===== config.mk =====
export PLATFORM = sky130hd
export DESIGN_NAME = mdl_sprimdet
export DESIGN_NICKNAME = d
export VERILOG_FILES = /design/src/rtl/mdl_sprimdet.sv
export SDC_FILE = /design/constraint.sdc
export NUM_CORES = 1
export LEC_CHECK = 0
export CELL_PAD_IN_SITES_DETAIL_PLACEMENT = 1
export CELL_PAD_IN_SITES_GLOBAL_PLACEMENT = 2
export CORE_MARGIN = 1.5
export CORE_UTILIZATION = 33
export DETAILED_ROUTE_END_ITERATION = 10
export PLACE_DENSITY_LB_ADDON = 0.1
export REMOVE_ABC_BUFFERS = 1
export SYNTH_ARGS = -nofsm -noshare
export SYNTH_HDL_FRONTEND = slang
export SYNTH_SLANG_ARGS = --single-unit

===== constraint.sdc =====
create_clock -name i_clk -period 6.2 [get_ports i_clk]
set_input_delay 1.24 -clock i_clk [delete_from_list [all_inputs] [get_ports i_clk]]
set_output_delay 1.24 -clock i_clk [all_outputs]
set_load 0.05 [all_outputs]

===== src/rtl/mdl_sprimdet.sv =====
// mdl_sprimdet: link-layer receive stage for the SATA bench model.
// Classifies aligner words, expands CONTp runs, drops ALIGNp, tracks lock.
//
// Ports:
//   i_clk        bit-rate model clock, shared with the aligner
//   i_reset      synchronous, active-high reset
//   i_valid      one-cycle strobe per received 32b word
//   i_keyword    received word held a K character
//   i_data       received word, byte 0 in [7:0]
//   o_valid      one-cycle strobe per emitted word (1 cycle after i_valid)
//   o_prim       emitted word is a primitive
//   o_code       primitive code, 0 for data, 15 for unknown keyword
//   o_data       emitted word, or repeated primitive during CONT expansion
//   o_align_lock ALIGN lock status
//   o_err        one-cycle error strobe (bad CONT, unknown K, lock loss)
module mdl_sprimdet #(
  parameter int LOCK_COUNT     = 4,
  parameter int LOSS_WORDS     = 1024,
  parameter bit OPT_PASS_ALIGN = 1'b0
) (
  input  logic        i_clk,
  input  logic        i_reset,
  input  logic        i_valid,
  input  logic        i_keyword,
  input  logic [31:0] i_data,
  output logic        o_valid,
  output logic        o_prim,
  output logic [3:0]  o_code,
  output logic [31:0] o_data,
  output logic        o_align_lock,
  output logic        o_err
);

  localparam int RW = $clog2(LOCK_COUNT + 1);
  localparam int LW = $clog2(LOSS_WORDS + 1);

  localparam logic [RW-1:0] RUN_MAX  = RW'(LOCK_COUNT);
  localparam logic [LW-1:0] LOSS_MAX = LW'(LOSS_WORDS);

  localparam logic [0:0] S_IDLE = 1'b0;
  localparam logic [0:0] S_CONT = 1'b1;

  localparam logic [31:0] P_ALIGN = 32'h7B4A4ABC;
  localparam logic [31:0] P_SYNC  = 32'hB5B5957C;
  localparam logic [31:0] P_CONT  = 32'h9999AA7C;
  localparam logic [31:0] P_XRDY  = 32'h5757B57C;
  localparam logic [31:0] P_RRDY  = 32'h4A4A957C;
  localparam logic [31:0] P_SOF   = 32'h3737B57C;
  localparam logic [31:0] P_EOF   = 32'hD5D5B57C;
  localparam logic [31:0] P_HOLD  = 32'hD5D5AA7C;
  localparam logic [31:0] P_HOLDA = 32'h9595AA7C;
  localparam logic [31:0] P_RIP   = 32'h5555B57C;
  localparam logic [31:0] P_ROK   = 32'h3535B57C;
  localparam logic [31:0] P_RERR  = 32'h5656B57C;
  localparam logic [31:0] P_WTRM  = 32'h5858B57C;

  localparam logic [3:0] C_NONE  = 4'd0;
  localparam logic [3:0] C_ALIGN = 4'd1;
  localparam logic [3:0] C_SYNC  = 4'd2;
  localparam logic [3:0] C_CONT  = 4'd3;
  localparam logic [3:0] C_XRDY  = 4'd4;
  localparam logic [3:0] C_RRDY  = 4'd5;
  localparam logic [3:0] C_SOF   = 4'd6;
  localparam logic [3:0] C_EOF   = 4'd7;
  localparam logic [3:0] C_HOLD  = 4'd8;
  localparam logic [3:0] C_HOLDA = 4'd9;
  localparam logic [3:0] C_RIP   = 4'd10;
  localparam logic [3:0] C_ROK   = 4'd11;
  localparam logic [3:0] C_RERR  = 4'd12;
  localparam logic [3:0] C_WTRM  = 4'd13;
  localparam logic [3:0] C_UNK   = 4'd15;

  // Only the code of the last primitive is kept; its word is rebuilt
  // from the table when a CONT run needs to repeat it.
  function automatic logic [31:0] prim_word(
    input logic [3:0] c
  );
    logic [31:0] w;
    w = 32'h0;
    case (c)
      C_SYNC:  w = P_SYNC;
      C_XRDY:  w = P_XRDY;
      C_RRDY:  w = P_RRDY;
      C_SOF:   w = P_SOF;
      C_EOF:   w = P_EOF;
      C_HOLD:  w = P_HOLD;
      C_HOLDA: w = P_HOLDA;
      C_RIP:   w = P_RIP;
      C_ROK:   w = P_ROK;
      C_RERR:  w = P_RERR;
      C_WTRM:  w = P_WTRM;
      default: w = 32'h0;
    endcase
    return w;
  endfunction

  logic [0:0]    state;
  logic [0:0]    state_nxt;
  logic [3:0]    last_code;
  logic [3:0]    last_nxt;
  logic [RW-1:0] run_cnt;
  logic [RW-1:0] run_nxt;
  logic [LW-1:0] loss_cnt;
  logic [LW-1:0] loss_nxt;

  logic [3:0]  in_code;
  logic        is_align;
  logic        is_cont;
  logic        is_unk;
  logic        is_data;
  logic        last_ok;
  logic        lock_set;
  logic        lock_loss;
  logic        bad_cont;
  logic        emit;
  logic        e_prim;
  logic [3:0]  e_code;
  logic [31:0] e_data;

  always_comb begin
    in_code = C_NONE;
    if (i_keyword) begin
      case (i_data)
        P_ALIGN: in_code = C_ALIGN;
        P_SYNC:  in_code = C_SYNC;
        P_CONT:  in_code = C_CONT;
        P_XRDY:  in_code = C_XRDY;
        P_RRDY:  in_code = C_RRDY;
        P_SOF:   in_code = C_SOF;
        P_EOF:   in_code = C_EOF;
        P_HOLD:  in_code = C_HOLD;
        P_HOLDA: in_code = C_HOLDA;
        P_RIP:   in_code = C_RIP;
        P_ROK:   in_code = C_ROK;
        P_RERR:  in_code = C_RERR;
        P_WTRM:  in_code = C_WTRM;
        default: in_code = C_UNK;
      endcase
    end
  end

  assign is_align = (in_code == C_ALIGN);
  assign is_cont  = (in_code == C_CONT);
  assign is_unk   = (in_code == C_UNK);
  assign is_data  = (in_code == C_NONE);

  // last_code only ever holds none or a repeatable primitive.
  assign last_ok = (last_code != C_NONE);

  always_comb begin
    run_nxt  = '0;
    loss_nxt = '0;
    if (is_align) begin
      run_nxt = (run_cnt == RUN_MAX) ? run_cnt
                                     : run_cnt + RW'(1);
    end else begin
      loss_nxt = (loss_cnt == LOSS_MAX) ? loss_cnt
                                        : loss_cnt + LW'(1);
    end
  end

  assign lock_set  = is_align && (run_nxt == RUN_MAX);
  assign lock_loss = o_align_lock && !is_align &&
                     (loss_nxt == LOSS_MAX);

  always_comb begin
    state_nxt = state;
    last_nxt  = last_code;
    bad_cont  = 1'b0;
    emit      = 1'b0;
    e_prim    = 1'b0;
    e_code    = C_NONE;
    e_data    = i_data;
    unique case (1'b1)
      is_align: begin
        if (OPT_PASS_ALIGN) begin
          emit   = 1'b1;
          e_prim = 1'b1;
          e_code = C_ALIGN;
        end
      end
      is_cont: begin
        // A CONT inside a run is absorbed silently.
        if (state == S_IDLE) begin
          if (last_ok) begin
            state_nxt = S_CONT;
          end else begin
            bad_cont = 1'b1;
          end
        end
      end
      is_data: begin
        emit = 1'b1;
        if (state == S_CONT) begin
          e_prim = 1'b1;
          e_code = last_code;
          e_data = prim_word(last_code);
        end
      end
      is_unk: begin
        emit      = 1'b1;
        e_prim    = 1'b1;
        e_code    = C_UNK;
        last_nxt  = C_NONE;
        state_nxt = S_IDLE;
      end
      default: begin
        emit      = 1'b1;
        e_prim    = 1'b1;
        e_code    = in_code;
        last_nxt  = in_code;
        state_nxt = S_IDLE;
      end
    endcase
  end

  always_ff @(posedge i_clk) begin
    if (i_reset) begin
      state        <= S_IDLE;
      last_code    <= C_NONE;
      run_cnt      <= '0;
      loss_cnt     <= '0;
      o_valid      <= 1'b0;
      o_prim       <= 1'b0;
      o_code       <= C_NONE;
      o_data       <= 32'h0;
      o_align_lock <= 1'b0;
      o_err        <= 1'b0;
    end else begin
      o_valid <= 1'b0;
      o_err   <= 1'b0;
      if (i_valid) begin
        state     <= state_nxt;
        last_code <= last_nxt;
        run_cnt   <= run_nxt;
        loss_cnt  <= loss_nxt;
        o_valid   <= emit;
        o_err     <= bad_cont | is_unk | lock_loss;
        if (lock_set) begin
          o_align_lock <= 1'b1;
        end else if (lock_loss) begin
          o_align_lock <= 1'b0;
        end
        if (emit) begin
          o_prim <= e_prim;
          o_code <= e_code;
          o_data <= e_data;
        end
      end
    end
  end

endmodule

==> impl_metrics.tcl <==
set metrics [dict create \
    timing.rr.start "loss_cnt[0]$_SDFFE_PP0P_" \
    hold_depth 2 \
    routed_via_density 5.58 \
    hold_path_class "register to register" \
    overflow 0 \
    postCtsHoldBufs 0 \
    fin_crit_ns 4.87 \
    initialDrtViolationCount 217 \
    grt_usage_pct 22.2 \
    finalSetupTns_ns 0 \
    setup_slack_ns 1.33 \
    cts_resized 0 \
    cts_tree "done" \
    rows 40 \
    ys_warn_count 0 \
    worst_pin_slew_ns 1.29 \
    wire_per_inst_um 18.4 \
    wirelength_mm 13.9 \
    worstPathMaxFanout 41 \
    synth_most_common_cell "nor2_1" \
    syn_to_final_growth_pct 29.3 \
    reg2reg_slack_ns 3.69 \
    worstHoldStart "o_data[0]$_SDFFE_PP0P_" \
    synthFlopType "dfxtp_1" \
    hold_viol 0 \
    synth_cell_types 73 \
    die-area_um2 13100 \
    cp.required_ns 6.39 \
    antenna_found_initial 0 \
    slew_violations 0 \
    cts_setup_buffers 0 \
    vias 4212 \
    startpoint_type "primary input" \
    coreArea_um2 12100 \
    r2r_cells 9 \
    drtPass1Iterations 4 \
    die_h_um 114 \
    fin_crit_sh_pct 78.6 \
    grt_pass1_wl_mm 22.5 \
    slew_headroom_pct 14.1 \
    clock_skew_ns 0.00663 \
    cp-startpoint "i_data[8]" \
    hold_end "o_data[0]$_SDFFE_PP0P_" \
    setup_viol 0 \
    syn_area_um2 4090 \
    fin_area_um2 5280 \
    port_buffers 75 \
    drcViolationCount 0 \
    cts-root-buf "clkbuf_16" \
    diodes 0 \
    grt_max_degree 64 \
    synth_enable_flop_cells 0 \
    syn_inst 522 \
    place_area_um2 4960 \
    ant_nets 0 \
    syn_avg_cell_area_um2 7.83 \
    r2r-end "o_align_lock$_SDFFE_PP0P_" \
    crit_path_end_kind "register" \
    synth_top_area_cell "dfxtp_1" \
    initial_core_util_pct 33.9 \
    yosysSeqAreaShare_pct 34.8 \
    rsz0062_at_grt "false" \
    grt_pass1_vias 4260 \
    ios 76 \
    async_flop_share_pct 0 \
    ir_worst_vdd_mv 0.120 \
    drive_above_1_share_pct 6.64 \
    dp_hpwl_mm 10.1 \
    clk_pin_slew_ns 0.06 \
    fmax_mhz 205 \
    cts_buffers 9 \
    power.density_nw_per_um2 243 \
    routabilityCongestion 0.858 \
    die_x_um 114 \
    htreeDepth 3 \
    crit_arrival_ns 5.06 \
    leakagePower_nw 1.90 \
    nets 624 \
    synth_common_cells "74 x nor2_1, 71 x dfxtp_1, 44 x nor3_1, 40 x nand2_1, 35 x a211oi_1" \
    criticalPathCategory "primary input to register" \
    fin_total_pwr_mw 1.28 \
    clk_path_buf_depth 2 \
    outcome "complete, no violations" \
    synthTopCellsByArea "dfxtp_1 35%, nor2_1 6.8%, a211oi_1 6.4%" \
    clk_latency_ns 0.34 \
    synth_top_cell_area_share_pct 34.8 \
    synth-seq-cells 71 \
    dp_slack_ns 0.973 \
    cts.sinks 71 \
    cap_violations 0 \
]
[worst max-delay path, cell delays in order]
cell             delay (ns)
clkdlybuf4s50_1        0.55
nor3b_1                0.41
nand3_1                0.30
o41ai_1                0.46
a21o_1                 0.21
a311oi_4               0.08
nor2_4                 0.86
a32oi_4                0.38
o21ai_1                0.43
a221oi_2               0.12
[power by group]
part / leakage (nW) / switching [mW] / internal, mW
Clock: 0.160 / 0.198 / 0.374
Sequential: 0.584 / 0.0124 / 0.479
Combinational: 1.15 / 0.139 / 0.0802
[layout by cell type, fill, tap and decap left out, types with 3 or more instances in the layout]
| cell | n |
|---|---|
| a211oi_1 | 35 |
| a21oi_1 | 27 |
| a22oi_1 | 3 |
| a31oi_1 | 4 |
| and2_1 | 14 |
| and3_1 | 10 |
| and3b_1 | 3 |
| and4bb_1 | 3 |
| and4bb_2 | 3 |
| buf_4 | 5 |
| clkbuf_16 | 9 |
| clkdlybuf4s50_1 | 74 |
| dfxtp_1 | 71 |
| ha_1 | 6 |
| inv_1 | 13 |
| nand2_1 | 40 |
| nand2b_1 | 4 |
| nand3_1 | 20 |
| nand3b_1 | 7 |
| nand4_1 | 14 |
| nor2_1 | 74 |
| nor2b_1 | 4 |
| nor3_1 | 44 |
| nor4_1 | 5 |
| o21a_1 | 3 |
| o21ai_0 | 17 |
| o21ai_1 | 3 |
| o22ai_1 | 4 |
| o31ai_1 | 4 |
[per-layer routing]
metal  wire length [um]  vias up  track usage, %  share of wire [%]
li1                   -     2052               -                  -
met1               6810     2066            30.3                 49
met2               6320       83            35.0                 46
met3                601       11            3.65                4.3
met4                159        0            9.17                1.1
met5                  0        -               0                  0
[cell families (layout without fill, tap and decap cells)]
group,count (synthesis),in the layout,synth area share [%]
muxes,1,1,0.276
DFF,71,71,34.8
adders and majority gates,6,6,1.84
xor gates and xnor gates,4,4,0.857
and+or+nand+nor,267,267,35.2
AOI/OAI and AO/OA,128,128,22.7
buffers and inverters,45,110,4.41
[layout make-up]
class | count | area [um2]
clock buffers | 13 | 260
clock inverters | 3 | 65.1
fillers | 1449 | 6780
inverters | 14 | 52.6
multi-input cells | 406 | 2490
flip-flops and latches | 71 | 1420
well taps | 168 | 210
repair buffers | 80 | 783
[worst max path at each step]
stage | to | cells after the start
2_1_floorplan | register | 9
3_3_place_gp | register | 10
3_5_place_dp | register | 10
4_1_cts | register | 10
5_1_grt | register | 10
6_report | register | 10
[metrics by stage]
stage	hold WS [ns]	utilization (%)	cells
after floorplan	0.435	-	491
after global placement	0.440	41.1	739
after detailed placement	0.450	41.1	739
after CTS	0.456	43.8	755
after global routing	0.470	43.8	755
final	0.451	43.8	755
Power figures use the tool's default switching activity.
